`src/rtl/vector_mem_unit.sv`:
```
// Vector load/store sequencer: moves a 5-lane vector to or from single-ported data memory,
// one 32-bit word per cycle at consecutive word addresses, then reports completion.
module vector_mem_unit #(
    parameter int LANES  = 5,
    parameter int WIDTH  = 32,
    parameter int STRIDE = 4
) (
    input  logic             clk,
    input  logic             reset,
    input  logic             start,
    input  logic             is_load,
    input  logic [31:0]      base_addr,
    input  logic [WIDTH-1:0] vec_in_0,
    input  logic [WIDTH-1:0] vec_in_1,
    input  logic [WIDTH-1:0] vec_in_2,
    input  logic [WIDTH-1:0] vec_in_3,
    input  logic [WIDTH-1:0] vec_in_4,
    input  logic [WIDTH-1:0] mem_rdata,
    output logic [31:0]      mem_addr,
    output logic [WIDTH-1:0] mem_wdata,
    output logic             mem_we,
    output logic             busy,
    output logic             done,
    output logic             vec_we,
    output logic [WIDTH-1:0] vec_out_0,
    output logic [WIDTH-1:0] vec_out_1,
    output logic [WIDTH-1:0] vec_out_2,
    output logic [WIDTH-1:0] vec_out_3,
    output logic [WIDTH-1:0] vec_out_4,
    output logic [1:0]       dbg_state
);

    localparam int IDX_W = $clog2(LANES);

    typedef enum logic [1:0] {
        S_IDLE = 2'd0,
        S_XFER = 2'd1,
        S_DONE = 2'd2
    } state_t;

    state_t           r_state;
    state_t           w_state_next;
    logic [IDX_W-1:0] r_idx;
    logic             r_is_load;
    logic [31:0]      r_addr;
    logic [WIDTH-1:0] r_snap [LANES];
    logic [WIDTH-1:0] r_lane [LANES];
    logic [WIDTH-1:0] w_vec_in [LANES];
    logic             w_last;

    assign w_vec_in[0] = vec_in_0;
    assign w_vec_in[1] = vec_in_1;
    assign w_vec_in[2] = vec_in_2;
    assign w_vec_in[3] = vec_in_3;
    assign w_vec_in[4] = vec_in_4;

    assign w_last = (r_idx == IDX_W'(LANES - 1));

    always_comb begin
        w_state_next = r_state;
        case (r_state)
            S_IDLE:  if (start) w_state_next = S_XFER;
            S_XFER:  if (w_last) w_state_next = S_DONE;
            S_DONE:  w_state_next = S_IDLE;
            default: w_state_next = S_IDLE;
        endcase
    end

    // All memory-side outputs decode from registered state only, so start never reaches them.
    always_comb begin
        mem_addr  = '0;
        mem_wdata = '0;
        mem_we    = 1'b0;
        done      = 1'b0;
        vec_we    = 1'b0;
        case (r_state)
            S_XFER: begin
                mem_addr = r_addr;
                if (!r_is_load) begin
                    mem_we    = 1'b1;
                    mem_wdata = r_snap[r_idx];
                end
            end
            S_DONE: begin
                done   = 1'b1;
                vec_we = r_is_load;
            end
            default: ;
        endcase
    end

    assign busy      = (r_state != S_IDLE);
    assign dbg_state = r_state;

    assign vec_out_0 = r_lane[0];
    assign vec_out_1 = r_lane[1];
    assign vec_out_2 = r_lane[2];
    assign vec_out_3 = r_lane[3];
    assign vec_out_4 = r_lane[4];

    always_ff @(posedge clk or posedge reset) begin
        if (reset) begin
            r_state   <= S_IDLE;
            r_idx     <= '0;
            r_is_load <= 1'b0;
            r_addr    <= '0;
            for (int i = 0; i < LANES; i++) begin
                r_snap[i] <= '0;
                r_lane[i] <= '0;
            end
        end else begin
            r_state <= w_state_next;
            case (r_state)
                S_IDLE: begin
                    if (start) begin
                        r_is_load <= is_load;
                        r_addr    <= {base_addr[31:2], 2'b00};
                        r_idx     <= '0;
                        for (int i = 0; i < LANES; i++) begin
                            r_snap[i] <= w_vec_in[i];
                        end
                    end
                end
                S_XFER: begin
                    if (r_is_load) begin
                        r_lane[r_idx] <= mem_rdata;
                    end
                    // Address wraps modulo 2^32 by plain overflow.
                    r_addr <= r_addr + 32'(STRIDE);
                    r_idx  <= w_last ? '0 : r_idx + IDX_W'(1);
                end
                default: ;
            endcase
        end
    end

endmodule

```
`config.mk`:
```
export PLATFORM = sky130hd
export DESIGN_NAME = vector_mem_unit
export DESIGN_NICKNAME = d
export VERILOG_FILES = /design/src/rtl/vector_mem_unit.sv
export SDC_FILE = /design/constraint.sdc
export NUM_CORES = 1
export LEC_CHECK = 0
export ABC_CLOCK_PERIOD_IN_PS = 35100
export BUFFER_PORTS_ARGS = -buffer_cell sky130_fd_sc_hd__buf_2
export CORE_AREA = 2 2 179 181
export CTS_CLUSTER_DIAMETER = 40
export DETAILED_ROUTE_END_ITERATION = 8
export DIE_AREA = 0 0 181 183
export GPL_TIMING_DRIVEN = 0
export PLACE_DENSITY = 0.77
export SLEW_MARGIN = 20
export SYNTH_ARGS = -nofsm -noshare
export SYNTH_HDL_FRONTEND = slang
export SYNTH_SLANG_ARGS = --single-unit
```
`constraint.sdc`:
```
create_clock -name clk -period 35.1 [get_ports clk]
set_input_delay 7.02 -clock clk [delete_from_list [all_inputs] [get_ports clk]]
set_output_delay 7.02 -clock clk [all_outputs]
set_load 0.01 [all_outputs]
```
==> results.md, run 1 <==
- Worst reg2reg endpoint: r_snap[29]$_DFFE_PP0P_
- Die Wd: 181 um
- Final Setup Violations: 0
- Clock latency on the worst-skew pair: between 0.5 and 0.6 ns
- Worst ir drop on vdd: 0.0511 mV
- Worst Reg-to-Reg Cells: 8
- Ys async rst share: 100%
- Post-DP HPWL: 35.3 mm
- Reg clk slew, reported paths: 0.06 ns
- Worst min path class: register to register
- Syn avg cell area: 10.8 um2
- # clock sinks: 356
- Prevailing post-synth register cell: dfrtp_1
- CTS buffer count: 47
- PwrDens: between 100 and 150 nW/um2
- Area leader, netlist: dfrtp_1
- Final Hold Fails: 0
- Crit start category: register
- Gate Count Post-Synth: 1,423
- Max Cap Violations: 0
- Post-CTS Hold Buffers: 0
- Post-synth EDFFs: 0
- Total Nets Final: 2,160
- WHS Endpoint: r_snap[90]$_DFFE_PP0P_
- CTS root buffer: clkbuf_16
- Max_slew headroom: 46.8%
- Largest net degree at the start of global routing: 109
- Grt total ovfl: 0
- GRT Total Usage: between 20% and 30%
- Drt total wl: 48.9 mm
- Leakage Power: 9.98 nW
- IO Pins: 458
- Least-Margin Pin Slew: 0.798 ns
- Worst hold path stage count: 2
- Req. time, crit path: approximately 28 ns
- Area grow syn2layout: 29.4%
- Gpl congestion: 0.886
- CTS H-tree depth: 2
- Sequential element share of the synthesized area: 58.2%
- Post-CTS Setup Repair Bufs: 0
- Final Cycle Share: 28.0%
- Sum Neg Setup Slack: 0 ns
- R2R Setup Slk: approximately 32 ns
- Detail Route Antenna Nets: 0
- Share of cells above drive strength 1: between 30% and 40%
- Critical path arrival: 2.81 ns
- Hold path startpoint: r_snap[90]$_DFFE_PP0P_
- Number of synthesis warnings: 0
- Residual DRC: 0
- PortBufs: 453
- Outcome: finished clean
- Max Fclk: 0.102 GHz
- Drt pass-1 iters: 5
- Initial detailed-routing violation count: 946
- Largest cells by area after synthesis: dfrtp_1, nand2_1, mux2_2, mux4_2, a22oi_1
- Area fraction of the dominant cell type after synthesis: 58.2%
- Core area: 31,200 um2
- DIE HEIGHT: 183 um
- Worst setup EP type: output port
- Initial core utilization: between 40 and 50%
- Min Tclk post-route: slightly below 10 ns
- Die area: approximately 33,000 um2
- Number of library cell types mapped by synthesis: a little under 50
- Critical R2R Launch: dbg_state[0]$_DFFE_PP0P_
- Vias: 13,070
- Initial antenna violation count: 11
- Clock Skew: 0.0190 ns
- Vias in the first global route: 13,445
- Row count: 65
- Synthesized area: 15,300 um2
- CTS tree: built
- Clock tree buffer depth: 3
- Tot Pwr: between 2 and 2.5 mW
- Synth Register Bits: 356
- Kind of critical path: register to output port
- CP Max Fanout: 10
- RSZ-0062 raised after global routing: false
- Fin. max-slew vios: 0
- First-pass GRT wire length: 75.5 mm
- Resized Gates After CTS: 0
- Routed wire per std cell: 20.6 um
- Detailed-route vias per instance: 5.51
cells by family after synthesis:
family | synth area share (%)
simple gates | 17.5
buf+inv | 2.63
flops | 58.2
fa+ha+maj | 0.245
mux | 16.5
other cells | 0.0245
xor+xnor | 0.0572
compound gates | 4.82
Yosys cell counts (all sizes together) (2+ instances only):
| master | count |
|---|---|
| nand4 | 15 |
| buf | 25 |
| nand2 | 516 |
| nand2b | 3 |
| nor3 | 9 |
| dfrtp | 356 |
| a31oi | 3 |
| a22oi | 33 |
| o32ai | 3 |
| inv | 11 |
| o31ai | 3 |
| and4 | 2 |
| nand3 | 18 |
| ha | 3 |
| or2 | 3 |
| nor2 | 63 |
| mux2 | 160 |
| nor4 | 2 |
| a311oi | 2 |
| o211ai | 8 |
| o22a | 5 |
| a32oi | 2 |
| and2 | 26 |
| nor2b | 2 |
| clkbuf | 62 |
| and3 | 2 |
| o21ai | 14 |
| o311ai | 3 |
| mux2i | 2 |
| mux4 | 31 |
| a21oi | 18 |
| o22ai | 4 |
| or3 | 2 |
worst max-delay path by stage:
| stage | startpoint | end | slack [ns] |
|---|---|---|---|
| 6_report | r_idx[0]$_DFFE_PP0P_ | mem_wdata[18] | 25.27 |
| 5_1_grt | dbg_state[0]$_DFFE_PP0P_ | mem_addr[23] | 25.05 |
| 4_1_cts | r_idx[0]$_DFFE_PP0P_ | mem_wdata[18] | 25.25 |
| 3_5_place_dp | r_idx[0]$_DFFE_PP0P_ | mem_wdata[18] | 25.83 |
| 3_3_place_gp | reset | r_snap[111]$_DFFE_PP0P_ | 14.72 |
| 2_1_floorplan | reset | dbg_state[0]$_DFFE_PP0P_ | 18.20 |
through the flow:
step | hold slack, ns | utilization [%] | instance area (um2) | cells | worst slack [ns]
2_1_floorplan | 0.440 | - | 15300 | 1424 | 18.20
3_3_place_gp | 0.453 | 57.9 | 18100 | 2279 | 14.72
3_5_place_dp | 0.460 | 58.2 | 18200 | 2282 | 25.83
4_1_cts | 0.473 | 63.3 | 19800 | 2368 | 25.25
5_1_grt | 0.492 | 63.4 | 19800 | 2369 | 25.05
6_report | 0.473 | 63.4 | 19800 | 2373 | 25.27
critical path, cell delays in order, from the launching register on:
cell and delay, ns:
dfrtp_1 0.39, buf_2 0.22, nor3_1 0.48, clkbuf_1 0.51
a22oi_1 0.18, nor2_1 0.28, buf_2 0.20
layout by cell type (no fill, tap or decap), types with 4 or more instances in the layout:
| cell type | count |
|---|---|
| dfrtp_1 | 356 |
| and2_1 | 26 |
| a22oi_1 | 33 |
| o22ai_1 | 4 |
| nand3_1 | 18 |
| clkbuf_16 | 49 |
| buf_2 | 472 |
| mux4_2 | 31 |
| diode_2 | 5 |
| o22a_1 | 5 |
| bufinv_16 | 6 |
| clkinv_4 | 4 |
| inv_1 | 10 |
| nand4_1 | 15 |
| nor3_1 | 9 |
| nand2_1 | 516 |
| o211ai_1 | 8 |
| o21ai_0 | 14 |
| clkbuf_1 | 69 |
| clkinv_2 | 8 |
| buf_1 | 4 |
| inv_6 | 7 |
| a21oi_1 | 18 |
| mux2_2 | 159 |
| nor2_1 | 63 |
final cells by class:
cell class | instances | area, um2
clock inverters | 29 | 350
flip-flops and latches | 356 | 8910
fillers | 2556 | 11400
plain buffers | 87 | 358
clock buffers | 57 | 1270
repair buffers | 456 | 2350
inverters | 12 | 52.6
well taps | 402 | 503
diodes | 5 | 12.5
multi-input cells | 969 | 6000
sequential cells by signal (all words and copies together) (netlist names):
name / cells
vec_out_1: 32
vec_out_2: 32
r_idx: 3
vec_out_3: 32
vec_out_0: 32
r_snap: 160
vec_out_4: 32
r_addr: 30
dbg_state: 2
r_is_load: 1
routing by layer:
| layer | global-route usage (%) | up-vias | wire length [um] |
|---|---|---|---|
| met4 | 11.2 | 12 | 1750 |
| met3 | 7.21 | 143 | 4240 |
| met5 | 0 | - | 85 |
| met2 | 50.9 | 673 | 24200 |
| met1 | 35.8 | 6435 | 18600 |
| li1 | - | 5807 | - |
where the power goes:
group          leakage (nW)  internal [mW]  total (mW)  switching, mW
Combinational          4.91          0.350       0.794          0.445
Sequential             4.29          0.613       0.736          0.124
Clock                 0.790          0.305       0.491          0.186
Note: power is estimated with default switching activity, not from simulation.
==> run 2, diff against run 1 <==
==> config.mk (replaced) <==
export PLATFORM = sky130hd
export DESIGN_NAME = vector_mem_unit
export DESIGN_NICKNAME = d
export VERILOG_FILES = /design/src/rtl/vector_mem_unit.sv
export SDC_FILE = /design/constraint.sdc
export NUM_CORES = 1
export LEC_CHECK = 0
export ABC_CLOCK_PERIOD_IN_PS = 10300
export BUFFER_PORTS_ARGS = -buffer_cell sky130_fd_sc_hd__buf_2
export CORE_AREA = 2 2 180 182
export CTS_CLUSTER_DIAMETER = 40
export DETAILED_ROUTE_END_ITERATION = 8
export DIE_AREA = 0 0 182 184
export GPL_TIMING_DRIVEN = 0
export PLACE_DENSITY = 0.76
export SLEW_MARGIN = 20
export SYNTH_ARGS = -nofsm -noshare
export SYNTH_HDL_FRONTEND = slang
export SYNTH_SLANG_ARGS = --single-unit
==> constraint.sdc (replaced) <==
create_clock -name clk -period 10.3 [get_ports clk]
set_input_delay 2.06 -clock clk [delete_from_list [all_inputs] [get_ports clk]]
set_output_delay 2.06 -clock clk [all_outputs]
set_load 0.01 [all_outputs]
==> results.md, run 2 (same netlist as run 1, synthesis figures left out) <==
- Worst hold path stage count: 2 (unchanged)
- GRT Total Usage: 29.1% (-0.32 points)
- Gpl congestion: 0.928 (+4.7%)
- Post-DP HPWL: 36.5 mm (+3.2%)
- Initial detailed-routing violation count: 895 (-5.4%)
- Residual DRC: 0 (unchanged)
- PortBufs: 453 (unchanged)
- Critical path arrival: 2.79 ns (-0.02 ns)
- Clock tree buffer depth: 3 (unchanged)
- Worst reg2reg endpoint: r_snap[5]$_DFFE_PP0P_
- Post-CTS Setup Repair Bufs: 0 (unchanged)
- Area grow syn2layout: 30.7%
- Final Setup Violations: 0 (unchanged)
- Initial antenna violation count: 11 (unchanged)
- Clock latency on the worst-skew pair: 0.54 ns (about the same)
- Largest net degree at the start of global routing: 37 (-66%)
- # clock sinks: 356 (unchanged)
- Hold path startpoint: r_snap[33]$_DFFE_PP0P_
- Total Nets Final: 2,169 (+0.42%)
- DIE HEIGHT: 184 um (+0.55%)
- Least-Margin Pin Slew: 1.10 ns (+0.303 ns)
- Share of cells above drive strength 1: 38.9% (+0.51 points)
- Max Cap Violations: 0 (unchanged)
- Max_slew headroom: 25.9% (-21 points)
- Most frequent cells in the layout: nand2_1, buf_2, dfrtp_1
- R2R Setup Slk: 7.52 ns (-24.89 ns)
- Die Wd: 182 um (+0.55%)
- Fin area: 20,000 um2 (+0.99%)
- Post-CTS Hold Buffers: 0 (unchanged)
- Crit start category: register
- CTS H-tree depth: 2 (unchanged)
- PwrDens: 346 nW/um2 (+240%)
- Final Cycle Share: 47.1%
- Most flop-heavy register: r_snap
- Vias in the first global route: 13,118 (-2.4%)
- Critical R2R Launch: dbg_state[0]$_DFFE_PP0P_
- First-pass GRT wire length: 74.3 mm (-1.5%)
- Row count: 65 (unchanged)
- Placement-stage cell area: 18,300 um2 (+0.74%)
- Kind of critical path: register to output port
- Drt total wl: 49.2 mm (+0.63%)
- Max Fclk: 0.206 GHz
- Fin. max-slew vios: 0 (unchanged)
- Worst ir drop on vdd: 0.164 mV (+220%)
- Worst setup EP type: output port
- CTS root buffer: clkbuf_16
- Min Tclk post-route: 4.85 ns
- Worst Reg-to-Reg Cells: 8 (unchanged)
- Final Hold Fails: 0 (unchanged)
- Initial core utilization: 48.7% (-0.25 points)
- Commonest non-fill, non-tap cell in the layout: nand2_1
- Resized Gates After CTS: 0 (unchanged)
- IO Pins: 458 (unchanged)
- RSZ-0062 raised after global routing: false
- Sum Neg Setup Slack: 0 ns (unchanged)
- Routed wire per std cell: 20.7 um (+0.25%)
- Tot Pwr: 6.91 mW (+240%)
- Reg clk slew, reported paths: 0.06 ns (about the same)
- Clock Skew: 0.0139 ns (-0.00513 ns)
- Detailed-route vias per instance: 5.43 (-1.3%)
- CTS buffer count: 48 (+2.1%)
- Worst min path class: register to register
- Max reg flops: 160 (unchanged)
- Leakage Power: 10.1 nW (+0.90%)
- Req. time, crit path: 8.24 ns (-19.84 ns)
- CTS tree: built
- Core Util, Final: 63.7% (+0.30 points)
- CP Max Fanout: 10 (unchanged)
- Worst setup margin: 5.45 ns (-19.82 ns)
- Die area: 33,500 um2 (+1.1%)
- Detail Route Antenna Nets: 0 (unchanged)
- Worst slack, placed: 6.05 ns (-19.78 ns)
- Outcome: finished clean
- Vias: 12,946 (-0.95%)
- WHS Endpoint: r_snap[33]$_DFFE_PP0P_
- Grt total ovfl: 0 (unchanged)
- Core area: 31,400 um2 (+0.52%)
- Drt pass-1 iters: 5 (unchanged)
-- run 2: worst max path at each step --
stage,startpoint,end,slack (ns),cells past startpoint
finish,dbg_state[0]$_DFFE_PP0P_,mem_addr[22],5.45,6
floorplan,reset,dbg_state[0]$_DFFE_PP0P_,3.47,1
detailed placement,r_idx[0]$_DFFE_PP0P_,mem_wdata[19],6.05,6
CTS,dbg_state[0]$_DFFE_PP0P_,mem_addr[28],5.47,6
global route,dbg_state[0]$_DFFE_PP0P_,mem_addr[24],5.32,6
global placement,reset,r_snap[79]$_DFFE_PP0P_,1.52,2
-- run 2: routing by layer --
| metal | wire (um) | vias up | share of wire, % | global-route usage [%] |
|---|---|---|---|---|
| met3 | 4300 | 117 | 8.7 | 7.59 |
| met2 | 24600 | 617 | 50 | 51.2 |
| met4 | 1460 | 14 | 3.0 | 9.45 |
| met5 | 86 | - | 0.17 | 0 |
| met1 | 18800 | 6364 | 38 | 34.9 |
| li1 | - | 5834 | - | - |
-- run 2: critical path, stage by stage (launching register included) --
cell,delay (ns)
dfrtp_1,0.38
clkbuf_1,0.27
nor2b_1,0.36
clkbuf_1,0.42
clkbuf_1,0.47
and2_1,0.21
buf_2,0.14
-- run 2: where the power goes --
| part | leakage [nW] | switching (mW) | total [mW] | internal, mW |
|---|---|---|---|---|
| registers | 4.29 | 0.417 | 2.50 | 2.09 |
| clock network | 0.820 | 0.667 | 1.71 | 1.04 |
| logic | 4.97 | 1.50 | 2.70 | 1.20 |
| total | 10.1 | 2.59 | 6.91 | 4.33 |
-- run 2: cell type report --
type | instances | area (um2)
Clock buffer | 61 | 1370
Antenna cell | 4 | 10.0
Tap cell | 402 | 503
Sequential cell | 356 | 8910
Fill cell | 2498 | 11400
Multi-Input combinational cell | 969 | 6000
Timing Repair Buffer | 464 | 2490
Clock inverter | 27 | 317
Inverter | 12 | 48.8
Buffer | 87 | 358
-- run 2: stage by stage --
| stage | hold WS, ns | instances |
|---|---|---|
| after detailed placement | 0.457 | 2290 |
| after global placement | 0.452 | 2279 |
| after global routing | 0.487 | 2380 |
| final | 0.471 | 2382 |
| after CTS | 0.470 | 2378 |
| after floorplan | 0.440 | 1424 |
==> run 3, diff against run 2 <==
==> config.mk (replaced) <==
export PLATFORM = sky130hd
export DESIGN_NAME = vector_mem_unit
export DESIGN_NICKNAME = d
export VERILOG_FILES = /design/src/rtl/vector_mem_unit.sv
export SDC_FILE = /design/constraint.sdc
export NUM_CORES = 1
export LEC_CHECK = 0
export ABC_AREA = 1
export ABC_CLOCK_PERIOD_IN_PS = 4600
export BUFFER_PORTS_ARGS = -buffer_cell sky130_fd_sc_hd__buf_2
export CORE_AREA = 2 2 179 181
export CTS_CLUSTER_DIAMETER = 40
export DETAILED_ROUTE_END_ITERATION = 8
export DIE_AREA = 0 0 181 183
export GPL_TIMING_DRIVEN = 0
export PLACE_DENSITY = 0.79
export SLEW_MARGIN = 20
export SYNTH_ARGS = -nofsm -noshare
export SYNTH_HDL_FRONTEND = slang
export SYNTH_SLANG_ARGS = --single-unit
==> constraint.sdc (replaced) <==
create_clock -name clk -period 4.6 [get_ports clk]
set_input_delay 0.92 -clock clk [delete_from_list [all_inputs] [get_ports clk]]
set_output_delay 0.92 -clock clk [all_outputs]
set_load 0.01 [all_outputs]
==> results.md, run 3 <==
- Worst setup EP type: output port
- Leakage Power: 11.2 nW (+12%)
- Final Setup Violations: 0 (unchanged)
- Number of library cell types mapped by synthesis: 37 (-24%)
- CTS H-tree depth: 2 (unchanged)
- Residual DRC: 0 (unchanged)
- CTS root buffer: clkbuf_16
- CTS buffer count: 48 (unchanged)
- Most frequent cell after synthesis: nand2_1
- Largest net degree at the start of global routing: 36 (-2.7%)
- Synthesized area: 16,000 um2 (+4.8%)
- Worst min path class: input port to async pin
- CP Max Fanout: 10 (unchanged)
- GRT Total Usage: 33.5% (+4.4 points)
- Die area: 33,100 um2 (-1.1%)
- Non-Filler Instances: 2,895 (+22%)
- Number of synthesis warnings: 0 (unchanged)
- Min Tclk post-route: 3.48 ns
- Die Wd: 181 um (-0.55%)
- Row count: 65 (unchanged)
- Grt total ovfl: 0 (unchanged)
- Most frequent cells in the layout: nand2_1, buf_2, dfrtp_1
- Critical path arrival: 2.56 ns (-0.23 ns)
- Met1 Usage GRT: 42.9% (+7.9 points)
- Resized Gates After CTS: 0 (unchanged)
- Post-CTS Hold Buffers: 0 (unchanged)
- Post-CTS Setup Repair Bufs: 0 (unchanged)
- Most flop-heavy register: r_snap
- Initial core utilization: 51.3% (+2.6 points)
- Least-Margin Pin Slew: 0.659 ns (-0.443 ns)
- Drt pass-1 iters: 5 (unchanged)
- Fin. max-slew vios: 0 (unchanged)
- Total Nets Final: 2,682 (+24%)
- Initial antenna violation count: 8 (-3)
- GRT met2 Usage: 55.6% (+4.4 points)
- Core Util, Final: 66.4% (+2.7 points)
- Area fraction of the dominant cell type after synthesis: 55.6% (-2.6 points)
- GR Util met3: 6.31% (-1.3 points)
- Detail Route Antenna Nets: 0 (unchanged)
- CTS tree: built
- Post-synth EDFFs: 0 (unchanged)
- Core area: 31,200 um2 (-0.52%)
- Share of cells above drive strength 1: 26.8% (-12 points)
- Clock tree buffer depth: 3 (unchanged)
- Max Cap Violations: 0 (unchanged)
- Commonest non-fill, non-tap cell in the layout: nand2_1
- Max_slew headroom: 56.1% (+30 points)
- Post-DP HPWL: 41.1 mm (+13%)
- Syn avg cell area: 8.28 um2 (-23%)
- IO Pins: 458 (unchanged)
- Req. time, crit path: 3.68 ns (-4.56 ns)
- # clock sinks: 356 (unchanged)
- R2R Setup Slk: 2.54 ns (-4.98 ns)
- Synth Register Bits: 356 (unchanged)
- Post-synth top cells: nand2_1, dfrtp_1, inv_1
- Worst ir drop on vdd: 0.365 mV (+120%)
- Max reg flops: 160 (unchanged)
- Worst Reg-to-Reg Cells: 7 (-1)
- Gr busiest metal: met2
- Area leader, netlist: dfrtp_1
- # fillers: 2,580 (+3.3%)
- Vias: 15,853 (+22%)
- Final Hold Fails: 0 (unchanged)
- Vias in the first global route: 15,879 (+21%)
- DIE HEIGHT: 183 um (-0.54%)
- Clock latency on the worst-skew pair: 0.55 ns (about the same)
- Area grow syn2layout: 29.3%
- Initial detailed-routing violation count: 1,258 (+41%)
- RSZ-0062 raised after global routing: false
- Max Fclk: 0.287 GHz
- Final Cycle Share: 75.7%
- Clock Skew: 0.0363 ns (+0.0225 ns)
- Worst reg2reg endpoint: r_addr[8]$_DFFE_PP0P_
- PwrDens: 790 nW/um2 (+130%)
- Critical R2R Launch: dbg_state[0]$_DFFE_PP0P_
- Kind of critical path: register to output port
- Placed insts: 2,803 (+22%)
- Outcome: finished clean
- Sequential element share of the synthesized area: 55.6% (-2.6 points)
- Detailed-route vias per instance: 5.48 (+0.76%)
- Largest cells by area after synthesis: dfrtp_1, nand2_1, o21ai_0, inv_1, o21ai_1
- Prevailing post-synth register cell: dfrtp_1
- Ys async rst share: 100% (unchanged)
- Routed wire per std cell: 19.2 um (-6.8%)
- Drt total wl: 55.7 mm (+13%)
- Gate Count Post-Synth: 1,936 (+36%)
- Gpl congestion: 0.938 (+1.2%)
- First-pass GRT wire length: 86.3 mm (+16%)
- PortBufs: 453 (unchanged)
- Reg clk slew, reported paths: 0.06 ns (about the same)
- Crit start category: register
[run 3: changes by cell type in the layout (fill, tap and decap cells not counted), moves of 54 or more]
cell	delta
inv_1	+203
mux2_2	-159
o21ai_0	+158
buf_2	+54
nand2_1	+147
nor2_1	+54
o21ai_1	+146
[run 3: kinds of logic after synthesis]
family | synth area share, %
and+or+nand+nor | 21.5
AOI/OAI and AO/OA | 13.6
DFF | 55.6
buffers and inverters | 9.06
adders and majority gates | 0.234
xor gates and xnor gates | 0.0546
other | 0.0234
[run 3: stage by stage]
| step | hold slack (ns) | TNS, ns | setup WS, ns | power (mW) | area [um2] |
|---|---|---|---|---|---|
| detailed placement | 0.460 | 0 | 1.70 | 12.4 | 19000 |
| floorplan | 0.444 | -388.16 | -1.09 | 9.56 | 16000 |
| finish | 0.423 | 0 | 1.12 | 16.4 | 20700 |
| CTS | 0.425 | 0 | 1.14 | 16.3 | 20700 |
| global placement | 0.459 | -1059.21 | -3.02 | 12.1 | 18800 |
| global route | 0.461 | 0 | 1.05 | 17.4 | 20700 |
[run 3: worst max path at each step]
stage,startpoint,end,slack (ns),cells after the start
floorplan,reset,dbg_state[0]$_DFFE_PP0P_,-1.09,1
CTS,dbg_state[0]$_DFFE_PP0P_,mem_wdata[21],1.14,7
detailed placement,dbg_state[0]$_DFFE_PP0P_,mem_wdata[21],1.70,7
finish,dbg_state[0]$_DFFE_PP0P_,mem_wdata[21],1.12,7
global placement,reset,r_snap[78]$_DFFE_PP0P_,-3.02,2
global route,dbg_state[0]$_DFFE_PP0P_,mem_wdata[21],1.05,7
[run 3: where the power goes]
group	leakage [nW]	switching, mW	internal, mW
logic	6.09	4.49	2.41
clock network	0.810	1.43	2.45
registers	4.34	0.904	4.70
[run 3: critical path, cell delays in order (launching register included)]
cell and delay (ns):
dfrtp_1 0.54, nand2_4 0.18, buf_6 0.20, nor2_2 0.39, buf_2 0.36, nand2_1 0.16
inv_1 0.08, buf_2 0.12
[run 3: final cells by class]
cell class | instances | area (um2) | area share [%]
diodes | 6 | 15.0 | 0.0725
flip-flops and latches | 356 | 8910 | 43.0
inverters | 221 | 836 | 4.03
multi-input cells | 1251 | 5670 | 27.4
repair buffers | 464 | 2490 | 12.0
clock buffers | 61 | 1330 | 6.42
plain buffers | 109 | 621 | 2.99
well taps | 402 | 503 | 2.43
clock inverters | 25 | 349 | 1.68
[run 3: routing by layer]
layer / wire [um] / part of all wire (%)
met3: 4960 / 8.9
met5: 29 / 0.052
met2: 26400 / 47
met4: 2700 / 4.8
met1: 21600 / 39
